[config.mk]
export PLATFORM = sky130hd
export DESIGN_NAME = serial_magnitude_comparator_flat
export DESIGN_NICKNAME = d
export VERILOG_FILES = /design/src/rtl/serial_magnitude_comparator_pkg.sv /design/src/rtl/serial_magnitude_comparator_if.sv /design/src/rtl/serial_magnitude_comparator_bitcnt.sv /design/src/rtl/serial_magnitude_comparator.sv /design/src/flat_wrapper.sv
export SDC_FILE = /design/constraint.sdc
export NUM_CORES = 1
export LEC_CHECK = 0
export CAP_MARGIN = 30
export CORE_MARGIN = 2
export CORE_UTILIZATION = 37
export DETAILED_ROUTE_END_ITERATION = 7
export DONT_BUFFER_PORTS = 1
export SYNTH_ARGS = -nofsm -noshare
export SYNTH_HDL_FRONTEND = slang
export SYNTH_SLANG_ARGS = --single-unit
[constraint.sdc]
create_clock -name clk -period 2.3 [get_ports clk]
set_input_delay 0 -clock clk [delete_from_list [all_inputs] [get_ports clk]]
set_output_delay 0 -clock clk [all_outputs]
set_load 0.05 [all_outputs]
[src/rtl/serial_magnitude_comparator_pkg.sv]
// Shared types and helpers for the bit-serial magnitude comparator.
// SERIAL_CMP_CODE_CHECK_EN (see top) decides whether code_illegal is used.
package serial_cmp_pkg;

  typedef enum logic {IDLE, CMP} cmp_state_t;

  typedef enum logic [1:0] {RES_EQ, RES_GT, RES_LT} cmp_res_t;

  // AsB wins over AiB, AiB wins over AeB; an all-zero code reads as equal.
  function automatic cmp_res_t decode_code(input logic AeB, input logic AsB, input logic AiB);
    cmp_res_t res;
    res = RES_EQ;
    if (AsB) begin
      res = RES_GT;
    end else if (AiB) begin
      res = RES_LT;
    end else if (AeB) begin
      res = RES_EQ;
    end
    return res;
  endfunction

  // A well-formed cell output is exactly one-hot.
  function automatic logic code_illegal(input logic AeB, input logic AsB, input logic AiB);
    logic [2:0] code;
    code = {AeB, AsB, AiB};
    return !((code == 3'b100) || (code == 3'b010) || (code == 3'b001));
  endfunction

endpackage

[src/rtl/serial_magnitude_comparator_if.sv]
// Bit-code input and result bundle between the 1-bit comparator cell
// side (master) and the serial accumulator (slave).
interface serial_magnitude_comparator_if;
  logic start;
  logic bit_valid;
  logic AeB;
  logic AsB;
  logic AiB;
  logic busy;
  logic res_valid;
  logic res_eq;
  logic res_gt;
  logic res_lt;
  logic code_err;

  modport master (
    output start, bit_valid, AeB, AsB, AiB,
    input  busy, res_valid, res_eq, res_gt, res_lt, code_err
  );

  modport slave (
    input  start, bit_valid, AeB, AsB, AiB,
    output busy, res_valid, res_eq, res_gt, res_lt, code_err
  );
endinterface

[src/rtl/serial_magnitude_comparator_bitcnt.sv]
// Bit position counter for the serial comparator: load wins over clear,
// clear wins over increment. lastBit flags the final bit position.
module serial_cmp_bitcnt #(
  parameter int WIDTH = 8,
  parameter int CNT_W = $clog2(WIDTH)
) (
  input  logic             clk,
  input  logic             rst_n,
  input  logic             ld,
  input  logic [CNT_W-1:0] ldVal,
  input  logic             clr,
  input  logic             inc,
  output logic [CNT_W-1:0] cnt,
  output logic             lastBit
);

  // Counter register with load/clear/increment priority.
  always_ff @(posedge clk or negedge rst_n) begin
    if (!rst_n) begin
      cnt <= '0;
    end else if (ld) begin
      cnt <= ldVal;
    end else if (clr) begin
      cnt <= '0;
    end else if (inc) begin
      cnt <= cnt + CNT_W'(1);
    end
  end

  assign lastBit = (cnt == CNT_W'(WIDTH - 1));

endmodule

[src/rtl/serial_magnitude_comparator.sv]
// Bit-serial magnitude comparator accumulator. Takes one {AeB,AsB,AiB}
// code per sampled cycle, MSB first, and reports A==B / A>B / A<B after
// WIDTH bits with a one-cycle res_valid pulse.
// Optional macro SERIAL_CMP_CODE_CHECK_EN builds the sticky code_err check.
//
//   state | meaning
//   IDLE  | no word in progress, results held from the last word
//   CMP   | word in progress, counting sampled bits
module serial_magnitude_comparator
  import serial_cmp_pkg::*;
#(
  parameter  int WIDTH = 8,
  localparam int CNT_W = $clog2(WIDTH)
) (
  input logic                          clk,
  input logic                          rst_n,
  serial_magnitude_comparator_if.slave cmpBus
);

  cmp_state_t state, stateNext;
  logic       decided, decidedNext;
  cmp_res_t   decDir, decDirNext;
  logic       resValid, resValidNext;
  logic       resEq, resEqNext;
  logic       resGt, resGtNext;
  logic       resLt, resLtNext;

  logic             cntLd;
  logic             cntClr;
  logic             cntInc;
  logic [CNT_W-1:0] cntLdVal;
  logic [CNT_W-1:0] cnt;
  logic             lastBit;

  cmp_res_t bitRes;
  logic     wordDecided;
  cmp_res_t wordDir;

  serial_cmp_bitcnt #(
    .WIDTH (WIDTH),
    .CNT_W (CNT_W)
  ) u_bitcnt (
    .clk     (clk),
    .rst_n   (rst_n),
    .ld      (cntLd),
    .ldVal   (cntLdVal),
    .clr     (cntClr),
    .inc     (cntInc),
    .cnt     (cnt),
    .lastBit (lastBit)
  );

  assign bitRes = decode_code(cmpBus.AeB, cmpBus.AsB, cmpBus.AiB);

  // Decision including the current bit: an earlier decision is never overridden.
  assign wordDecided = decided | (bitRes != RES_EQ);
  assign wordDir     = decided ? decDir : bitRes;

  // A start-cycle bit is the MSB, so the counter loads 1 instead of 0.
  assign cntLdVal = CNT_W'(cmpBus.bit_valid);

  // FSM state and result registers.
  always_ff @(posedge clk or negedge rst_n) begin
    if (!rst_n) begin
      state    <= IDLE;
      decided  <= 1'b0;
      decDir   <= RES_EQ;
      resValid <= 1'b0;
      resEq    <= 1'b0;
      resGt    <= 1'b0;
      resLt    <= 1'b0;
    end else begin
      state    <= stateNext;
      decided  <= decidedNext;
      decDir   <= decDirNext;
      resValid <= resValidNext;
      resEq    <= resEqNext;
      resGt    <= resGtNext;
      resLt    <= resLtNext;
    end
  end

  // Next-state, decision tracking and completion; start overrides everything.
  always_comb begin
    stateNext    = state;
    decidedNext  = decided;
    decDirNext   = decDir;
    resValidNext = 1'b0;
    resEqNext    = resEq;
    resGtNext    = resGt;
    resLtNext    = resLt;
    cntLd        = 1'b0;
    cntClr       = 1'b0;
    cntInc       = 1'b0;

    if (cmpBus.start) begin
      stateNext = CMP;
      cntLd     = 1'b1;
      resEqNext = 1'b0;
      resGtNext = 1'b0;
      resLtNext = 1'b0;
      if (cmpBus.bit_valid) begin
        decidedNext = (bitRes != RES_EQ);
        decDirNext  = bitRes;
      end else begin
        decidedNext = 1'b0;
        decDirNext  = RES_EQ;
      end
    end else if ((state == CMP) && cmpBus.bit_valid) begin
      if (lastBit) begin
        stateNext    = IDLE;
        cntClr       = 1'b1;
        resValidNext = 1'b1;
        resEqNext    = !wordDecided;
        resGtNext    = wordDecided && (wordDir == RES_GT);
        resLtNext    = wordDecided && (wordDir == RES_LT);
        decidedNext  = 1'b0;
        decDirNext   = RES_EQ;
      end else begin
        cntInc      = 1'b1;
        decidedNext = wordDecided;
        decDirNext  = wordDir;
      end
    end
  end

  assign cmpBus.busy      = (state == CMP);
  assign cmpBus.res_valid = resValid;
  assign cmpBus.res_eq    = resEq;
  assign cmpBus.res_gt    = resGt;
  assign cmpBus.res_lt    = resLt;

`ifdef SERIAL_CMP_CODE_CHECK_EN
  logic codeErr;
  logic bitIllegal;

  assign bitIllegal = code_illegal(cmpBus.AeB, cmpBus.AsB, cmpBus.AiB);

  // Sticky illegal-code flag, cleared by start and kept after completion.
  always_ff @(posedge clk or negedge rst_n) begin
    if (!rst_n) begin
      codeErr <= 1'b0;
    end else if (cmpBus.start) begin
      codeErr <= cmpBus.bit_valid & bitIllegal;
    end else if ((state == CMP) && cmpBus.bit_valid) begin
      codeErr <= codeErr | bitIllegal;
    end
  end

  assign cmpBus.code_err = codeErr;
`else
  assign cmpBus.code_err = 1'b0;
`endif

endmodule
[src/flat_wrapper.sv]
// flat-port wrapper written by rule: the top's interface ports become plain ports
module serial_magnitude_comparator_flat import serial_cmp_pkg::*;
#(
  parameter  int WIDTH = 8,
  localparam int CNT_W = $clog2(WIDTH)
)
  (clk, rst_n, cmpBus_start, cmpBus_bit_valid, cmpBus_AeB, cmpBus_AsB, cmpBus_AiB, cmpBus_busy, cmpBus_res_valid, cmpBus_res_eq, cmpBus_res_gt, cmpBus_res_lt, cmpBus_code_err);
  serial_magnitude_comparator_if cmpBus_i ();
  input logic clk;
  input logic rst_n;
  input wire logic [$bits(cmpBus_i.start)-1:0] cmpBus_start;
  input wire logic [$bits(cmpBus_i.bit_valid)-1:0] cmpBus_bit_valid;
  input wire logic [$bits(cmpBus_i.AeB)-1:0] cmpBus_AeB;
  input wire logic [$bits(cmpBus_i.AsB)-1:0] cmpBus_AsB;
  input wire logic [$bits(cmpBus_i.AiB)-1:0] cmpBus_AiB;
  output wire logic [$bits(cmpBus_i.busy)-1:0] cmpBus_busy;
  output wire logic [$bits(cmpBus_i.res_valid)-1:0] cmpBus_res_valid;
  output wire logic [$bits(cmpBus_i.res_eq)-1:0] cmpBus_res_eq;
  output wire logic [$bits(cmpBus_i.res_gt)-1:0] cmpBus_res_gt;
  output wire logic [$bits(cmpBus_i.res_lt)-1:0] cmpBus_res_lt;
  output wire logic [$bits(cmpBus_i.code_err)-1:0] cmpBus_code_err;
  assign cmpBus_i.start = cmpBus_start;
  assign cmpBus_i.bit_valid = cmpBus_bit_valid;
  assign cmpBus_i.AeB = cmpBus_AeB;
  assign cmpBus_i.AsB = cmpBus_AsB;
  assign cmpBus_i.AiB = cmpBus_AiB;
  assign cmpBus_busy = cmpBus_i.busy;
  assign cmpBus_res_valid = cmpBus_i.res_valid;
  assign cmpBus_res_eq = cmpBus_i.res_eq;
  assign cmpBus_res_gt = cmpBus_i.res_gt;
  assign cmpBus_res_lt = cmpBus_i.res_lt;
  assign cmpBus_code_err = cmpBus_i.code_err;
  serial_magnitude_comparator #(.WIDTH(WIDTH)) u_core (.clk(clk), .rst_n(rst_n), .cmpBus(cmpBus_i));
endmodule
==> results of run 1 <==
[repair_timing]
item	in CTS	in global routing
setup endpoints to repair	0	1
endpoints found under the hold margin	20	0
gates resized for setup	0	2
hold buffers	6	0
[Yosys cell counts (2+ instances only)]
master and instances:
a21oi_1 9, inv_1 5, dfrtp_1 11, o21ai_0 6
nor3_1 3, nand2_1 4, and2_1 2, a32o_1 2
nor2_1 2, a31oi_1 3, nand3_1 2, ha_1 3
buf_4 2
[cells in the final DEF, fill, tap and decap left out, types with 2 or more instances in the layout]
| master | Yosys | layout |
|---|---|---|
| a32o_1 | 2 | 2 |
| nand3_1 | 2 | 2 |
| dlygate4sd3_1 | 0 | 6 |
| nor2_1 | 2 | 2 |
| ha_1 | 3 | 2 |
| o21ai_0 | 6 | 6 |
| nor3_1 | 3 | 3 |
| and2_1 | 2 | 2 |
| a31oi_1 | 3 | 3 |
| dfrtp_1 | 11 | 11 |
| clkbuf_4 | 0 | 3 |
| inv_1 | 5 | 5 |
| a21oi_1 | 9 | 9 |
| nand2_1 | 4 | 4 |
[critical path: stages, from the launching register on]
cell           delay (ps)
dfrtp_1               420
ha_1                  240
ha_4                  210
nand3_4                90
or4_1                 400
a21oi_1               150
dlygate4sd3_1         570
[sequential cells by signal, summed over array words and instances, names as in the netlist]
name	count
u_core.u_bitcnt.cnt	3
u_core.decDir	2
u_core.cmpBus.busy	1
u_core.cmpBus.res_eq	1
u_core.cmpBus.res_gt	1
u_core.cmpBus.res_lt	1
u_core.cmpBus.res_valid	1
u_core.decided	1
[cell type report]
| cell class | count | share of cell area [%] |
|---|---|---|
| clock buffers | 4 | 3.58 |
| flip-flops and latches | 11 | 37.5 |
| well taps | 17 | 2.90 |
| inverters | 5 | 2.56 |
| repair buffers | 7 | 9.20 |
| multi-input cells | 48 | 44.3 |
[report_power, final]
| group | switching, mW | internal [mW] |
|---|---|---|
| Combinational | 0.0320 | 0.0244 |
| Sequential | 0.0127 | 0.204 |
| Clock | 0.0619 | 0.0672 |
| Total | 0.107 | 0.296 |
[kinds of logic (layout without fill, tap and decap cells)]
family	count (synthesis)	count (layout)	synth area share [%]
buffers and inverters	10	16	8.38
other	1	1	0.584
AOI/OAI and AO/OA	25	25	24.0
DFF	11	11	42.9
and+or+nand+nor	19	19	18.3
adders and majority gates	3	3	5.85
[worst max-delay path by stage]
stage                             endpoint
global route          u_core.cmpBus.res_eq
detailed placement    u_core.cmpBus.res_eq
CTS                   u_core.cmpBus.res_eq
global placement      u_core.cmpBus.res_eq
finish                u_core.cmpBus.res_eq
floorplan           u_core.u_bitcnt.cnt[0]
[layer usage]
metal,up-vias,part of all wire (%),track usage [%]
met1,258,48,18.5
met3,2,6.0,7.54
met4,0,1.2,6.47
met2,15,45,24.5
met5,-,0,0
li1,265,-,-
==> results.toml, run 1 <==
[finish]
drive_gt1_share_pct = 8.00
n_fill_cell = 157
layout.nets = 86
area_delta_synth_final_pct = 14.4
finalInstanceArea_um2 = 734
multi_input_area_um2 = 325
seq_area_um2 = 275
instances_no_fill = 92
diodes = 0
post-route-util_pct = 44.0

[floorplan]
io_pins = 13
fp-row-count = 15
start_util_pct = 38.4
dieHeight_um = 45.7
core_um2 = 1670
die_area_um2 = 2080
dieWidth_um = 45.7

[place]
place_ws_ps = 589
gpl.final_weighted_congestion = 0.818
post_dp_cell_area_um2 = 636
place_hpwl_um = 908
dp_cells = 82
place.port_buffers = 0

[logic_synthesis]
synth_ff_type = "dfrtp_1"
ys_seq_elements = 11
synth-async-reset-ratio_pct = 100
synth.avg_cell_area_um2 = 9.30
syn_area_um2 = 642
ys_seq_area_share_pct = 42.9
syn-num-nets = 79
synth-edff-count = 0
syn-instance-count = 69
synth_warnings = 0
synth_top_cell_area_share_pct = 42.9
synth_top_area_cell = "dfrtp_1"
synth_cell_type_count = 28
netlist_top_cells_area = "dfrtp_1 43%, a21oi_1 7.0%, ha_1 5.8%, o21ai_0 4.7%, a32o_1 3.1%"

[sta]
setup_viol = 0
holdWs_ps = 5.93
rsz0062_at_grt = "no"
drv_slew = 0
maxSlewHeadroom_pct = 65.4
tightest_slew_ps = 517
fin_ws_ps = 165
fmax_mhz = 468
fin_skew_ps = 4.79
post-route-min-period_ps = 2130
timing.setup.tns_ps = 0
fin_crit_sh_pct = 92.8
hold_viol = 0

[pwr]
p_per_area_nw_per_um2 = 548
vdd_drop_max_mv = 0.328
p_leak_nw = 0.310
totalPowerFinal_uw = 402

[min_path]
whs_endpoint = "u_core.decided"
hold_depth = 2
hold_path_class = "in2reg"
hp-start = "cmpBus_AiB"

[global_routing]
grt_pass1_wl_um = 2280
antenna_found_initial = 0
grt_overflow = 0
grt_pass1_vias = 534
grt_max_degree = 12
gr-usage-all-layers_pct = 15.8

[clocking]
clk_latency_ps = 270
root_buffer = "clkbuf_4"
cts_buffer_depth = 2
cts_tree = "done"
clkTransAtPathRegs_ps = 70
numCtsBuffers = 3
cts_sinks = 11
postCtsSetupBuffers = 0
htree_levels = 1

[worst_setup_path]
r2r-start = "u_core.u_bitcnt.cnt[0]"
endpoint_kind = "flip-flop"
critical_path_class = "reg2reg"
critPathMaxFanout = 9
cp.required_ps = 2510
cp-start-kind = "flip-flop"
r2r_setup_slack_ps = 170
cp-startpoint = "u_core.u_bitcnt.cnt[0]"
ff2ff_path_depth = 6
critPathArrivalTime_ps = 2340
r2r-end = "u_core.cmpBus.res_eq"

[detailed_routing]
drt_iter0_markers = 6
wl_per_cell_um = 14.5
num_vias = 540
antenna_left = 0
via_per_inst = 5.87
totalWireLength_um = 1330
dr.pass1.iters = 4
drc = 0

[run]
cap_violations = 0

[status]
status = "finished clean"
(Power assumes the default switching activity.)
==> run 2, diff against run 1 <==
--- a/config.mk
+++ b/config.mk
@@ -8,8 +8,10 @@
 export CAP_MARGIN = 30
 export CORE_MARGIN = 2
 export CORE_UTILIZATION = 37
+export CTS_CLUSTER_SIZE = 8
 export DETAILED_ROUTE_END_ITERATION = 7
 export DONT_BUFFER_PORTS = 1
+export PLACE_DENSITY_LB_ADDON = 0.08
 export SYNTH_ARGS = -nofsm -noshare
 export SYNTH_HDL_FRONTEND = slang
 export SYNTH_SLANG_ARGS = --single-unit
==> run 2 against run 1 <==
  * Flip-flop and latch count unchanged
  * Maximum frequency increased by 21%
  * First-iteration DRC count increased to 3.7 times the previous value
  * Die area unchanged
  * Sequential share of layout area increased by 1.2 points
  * Combinational power about the same
  * Largest power group unchanged
  * Highest routed layer unchanged
==> results.toml, run 2 (synthesized netlist as in run 1, its figures left out) <==
[detailed_routing]
totalWireLength_um = 1410
antenna_left = 0
dr.pass1.iters = 4
wl_per_cell_um = 15.5
num_vias = 521
drc = 0
via_per_inst = 5.73
drt_iter0_markers = 22

[worst_setup_path]
cp.required_ps = 2480
r2r-start = "u_core.u_bitcnt.cnt[0]"
path_common_cell = "ha_1"
critical_path.max_stage_delay_ps = 420
cp-startpoint = "u_core.u_bitcnt.cnt[0]"
critical_path_class = "reg2reg"
critPathArrivalTime_ps = 1950
r2r_setup_slack_ps = 530
endpoint_kind = "flip-flop"
cp-start-kind = "flip-flop"
worstPathCellList = "ha_1 -> ha_1 -> nand3_4 -> or4_1 -> a21oi_1"
cp_top_family = "adder cells"
cp_slowest_cell = "dfrtp_1"
critPathBufInv = 0
critPathMaxFanout = 9

[sta]
rsz0062_at_grt = "no"
fin_ws_ps = 535
setup_viol = 0
maxSlewHeadroom_pct = 64.8
fmax_mhz = 567
post-route-min-period_ps = 1770
fin_skew_ps = 4.89
timing.setup.tns_ps = 0
hold_viol = 0
fin_crit_sh_pct = 76.7
drv_slew = 0
holdWs_ps = 10.0
tightest_slew_ps = 526

[pwr]
combPwrFrac_pct = 14.0
p_per_area_nw_per_um2 = 566
p_int_uw = 295
vdd_drop_max_mv = 0.286
sw_frac_of_total_pct = 26.8
p_leak_nw = 0.306
p_clk_share_pct = 32.5
p_sw_uw = 108
seqPwrFrac_pct = 53.6

[clocking]
numCtsBuffers = 3
root_buffer = "clkbuf_4"
clk_latency_ps = 260
cts_sinks = 11
cts_buffer_depth = 2
cts_resized = 0
clkTransAtPathRegs_ps = 70
cts_hold_buffers = 5
cts_tree = "done"
postCtsSetupBuffers = 0
htree_levels = 1

[min_path]
hold_path_class = "in2reg"
hp-start = "cmpBus_bit_valid"

[global_routing]
grt.met1_usage_pct = 23.0
gr-usage-all-layers_pct = 16.9
antenna_found_initial = 0
grt_max_degree = 12
met2_usage_pct = 24.8
grt_overflow = 0
grt_pass1_wl_um = 2460
use_met3_pct = 3.57
top_usage_layer = "met2"
grt_pass1_vias = 532

[floorplan]
dieWidth_um = 45.7
fp-row-count = 15
start_util_pct = 38.4
core_um2 = 1670
dieHeight_um = 45.7
die_area_um2 = 2080
io_pins = 13

[finish]
instances_no_fill = 91
seq_area_um2 = 275
area_delta_synth_final_pct = 10.9
max_flop_register = "u_core.u_bitcnt.cnt"
post-route-util_pct = 42.6
layout_common_cells = "11 x dfrtp_1, 9 x a21oi_1, 6 x o21ai_0, 5 x inv_1, 5 x dlygate4sd3_1"
diodes = 0
layout.nets = 85
largest_reg_flops = 3
multi_input_area_um2 = 313
mostFrequentLayoutCell = "dfrtp_1"
drive_gt1_share_pct = 6.76
n_fill_cell = 168
largestRegisters = "u_core.u_bitcnt.cnt: 3 flops, u_core.decDir: 2 flops"

[place]
dp_cells = 82
gpl.final_weighted_congestion = 0.695
place.port_buffers = 0
place_hpwl_um = 948
place_ws_ps = 553

[run]
cap_violations = 0

[status]
status = "finished clean"
==> run 2: path summary, 6_finish.rpt <==
kind	end	cells after the start
setup / recovery	u_core.cmpBus.res_eq	5
hold / removal	u_core.cmpBus.busy	2
setup reg to reg	u_core.cmpBus.res_eq	5
hold reg to reg	u_core.decDir[1]	2
max in group asynchronous	u_core.cmpBus.res_eq	1
min in group asynchronous	u_core.cmpBus.res_valid	1
==> run 2: power by group through the flow <==
stage	logic [mW]	registers, mW	clock network [mW]
floorplan	0.0410	0.217	0
global placement	0.0405	0.220	0
detailed placement	0.0403	0.220	0
CTS	0.0566	0.216	0.139
global route	0.0649	0.217	0.150
finish	0.0562	0.216	0.131
==> run 2: area by class of cell <==
class	count	area share, %
inverters	5	2.64
multi-input cells	48	43.9
flip-flops and latches	11	38.7
well taps	17	2.99
repair buffers	6	8.08
clock buffers	4	3.69
==> run 2: routing by layer <==
layer	wire, µm	share of wire (%)	vias up
met4	17	1.2	0
met2	631	45	14
met3	56	4.0	2
met5	0	0	-
met1	703	50	242
li1	-	-	263
==> run 2: metrics by stage <==
step,power [mW],area [µm²]
floorplan,0.258,642
global placement,0.260,636
detailed placement,0.260,636
CTS,0.411,712
global route,0.432,712
finish,0.403,712
==> run 3, diff against run 2 <==
==> constraint.sdc (replaced) <==
create_clock -name clk -period 1.48 [get_ports clk]
set_input_delay 0 -clock clk [delete_from_list [all_inputs] [get_ports clk]]
set_output_delay 0 -clock clk [all_outputs]
set_load 0.05 [all_outputs]
==> run 3 against run 2 <==
  * Clock-buffer cell count stayed put
  * Combinational power is 100% higher
  * Clock skew is 0.93 ps lower
  * Hold slack better by 21 ps
  * Clock power is 60% higher
  * Worst setup slack worse by 490 ps
  * Critical path type unchanged
  * Largest cell class unchanged
  * Largest power group unchanged
==> results.toml, run 3 (synthesized netlist as in run 1, its figures left out) <==
[clocking]
cts_buffer_depth = 2
htree_levels = 1
clkTransAtPathRegs_ps = 70
postCtsSetupBuffers = 0
cts_tree = "done"
clk_latency_ps = 270
numCtsBuffers = 3
root_buffer = "clkbuf_4"
cts_sinks = 11

[pwr]
combPwrFrac_pct = 17.5
p_per_area_nw_per_um2 = 798
seqPwrFrac_pct = 50.6
totalPowerFinal_uw = 659
p_clk_share_pct = 31.9
p_leak_nw = 0.350
p_sw_uw = 187
vdd_drop_max_mv = 0.414
sw_frac_of_total_pct = 28.5
p_int_uw = 471

[finish]
drive_gt1_share_pct = 26.5
area_delta_synth_final_pct = 28.7
largest_reg_flops = 3
layout_common_cells = "10 x dfrtp_1, 9 x buf_4, 8 x a21oi_1, 6 x o21ai_0, 6 x dlygate4sd3_1"
instances_no_fill = 100
max_flop_register = "u_core.u_bitcnt.cnt"
largestRegisters = "u_core.u_bitcnt.cnt: 3 flops, u_core.decDir: 2 flops"
mostFrequentLayoutCell = "dfrtp_1"
finalInstanceArea_um2 = 826
diodes = 0
layout.nets = 94

[floorplan]
dieHeight_um = 45.7
core_um2 = 1670
fp-row-count = 15
dieWidth_um = 45.7
start_util_pct = 38.4
die_area_um2 = 2080
io_pins = 13

[sta]
maxSlewHeadroom_pct = 65.0
post-route-min-period_ps = 1430
drv_slew = 0
rsz0062_at_grt = "yes"
fin_skew_ps = 3.95
holdWs_ps = 31.2
tightest_slew_ps = 523
fin_ws_ps = 46.4
fmax_mhz = 698
setup_viol = 0
hold_viol = 0
fin_crit_sh_pct = 96.9

[global_routing]
grt_overflow = 0
grt_max_degree = 12
antenna_found_initial = 0
grt_pass1_wl_um = 2570
gr-usage-all-layers_pct = 17.8
grt_pass1_vias = 549

[worst_setup_path]
endpoint_kind = "flip-flop"
critPathArrivalTime_ps = 1630
critical_path_class = "reg2reg"
critPathMaxFanout = 4
cp.required_ps = 1680
cp-start-kind = "flip-flop"

[place]
place.port_buffers = 0
place_hpwl_um = 999
post_dp_cell_area_um2 = 699
gpl.final_weighted_congestion = 0.705
place_ws_ps = -1.54
dp_cells = 90

[detailed_routing]
antenna_left = 0
dr.pass1.iters = 4
num_vias = 583
via_per_inst = 5.83
drc = 0
totalWireLength_um = 1650
wl_per_cell_um = 16.5
drt_iter0_markers = 11

[min_path]
hold_path_class = "in2reg"

[run]
cap_violations = 0

[status]
status = "finished clean"
## run 3: worst max-delay path, stage by stage (launching register included)
cell	delay, ps
dfrtp_1	360
ha_2	220
ha_4	170
nand3_4	60
or4_4	420
a21oi_2	120
## run 3: power by group through the flow
stage	Clock [mW]	Sequential, mW	Combinational (mW)
2_1_floorplan	0	0.337	0.0644
3_3_place_gp	0	0.337	0.0780
3_5_place_dp	0	0.337	0.0790
4_1_cts	0.215	0.331	0.107
5_1_grt	0.232	0.336	0.127
6_report	0.210	0.333	0.115
## run 3: path summary, 6_finish.rpt
path / slack, ps / from / cells after the start / end
setup / recovery: 50 / u_core.u_bitcnt.cnt[0] / 5 / u_core.cmpBus.res_eq
hold / removal: 30 / cmpBus_bit_valid / 2 / u_core.decDir[0]
setup reg to reg: 50 / u_core.u_bitcnt.cnt[0] / 5 / u_core.cmpBus.res_eq
hold reg to reg: 550 / u_core.cmpBus.res_eq / 2 / u_core.cmpBus.res_eq
max in group asynchronous: 960 / rst_n / 1 / u_core.cmpBus.busy
min in group asynchronous: 140 / rst_n / 1 / u_core.decDir[0]
## run 3: final cells by class
| cell class | instances | area (µm²) |
|---|---|---|
| fillers | 162 | 845 |
| multi-input cells | 48 | 355 |
| flip-flops and latches | 11 | 277 |
| repair buffers | 15 | 128 |
| clock buffers | 4 | 26.3 |
| well taps | 17 | 21.3 |
| inverters | 5 | 18.8 |
## run 3: metrics by stage
stage	util [%]	TNS, ps
after detailed placement	41.9	-1.54
after global placement	41.9	0
after CTS	47.2	0
after floorplan	-	0
after global routing	49.4	-39.5
final	49.4	0
## run 3: per-layer routing
| metal | GRT usage, % | part of all wire [%] | vias to the layer above |
|---|---|---|---|
| li1 | - | - | 280 |
| met1 | 24.4 | 45 | 288 |
| met2 | 26.2 | 49 | 13 |
| met3 | 5.95 | 4.6 | 2 |
| met4 | 5.29 | 0.85 | 0 |
| met5 | 0 | 0 | - |
## run 3: repair_timing
action	4_1_cts	5_1_grt
resized for setup	1	7
hold buffers	6	0
gates cloned	0	0
setup endpoints to repair	2	4
endpoints found under the hold margin	20	0
pin swaps	0	2
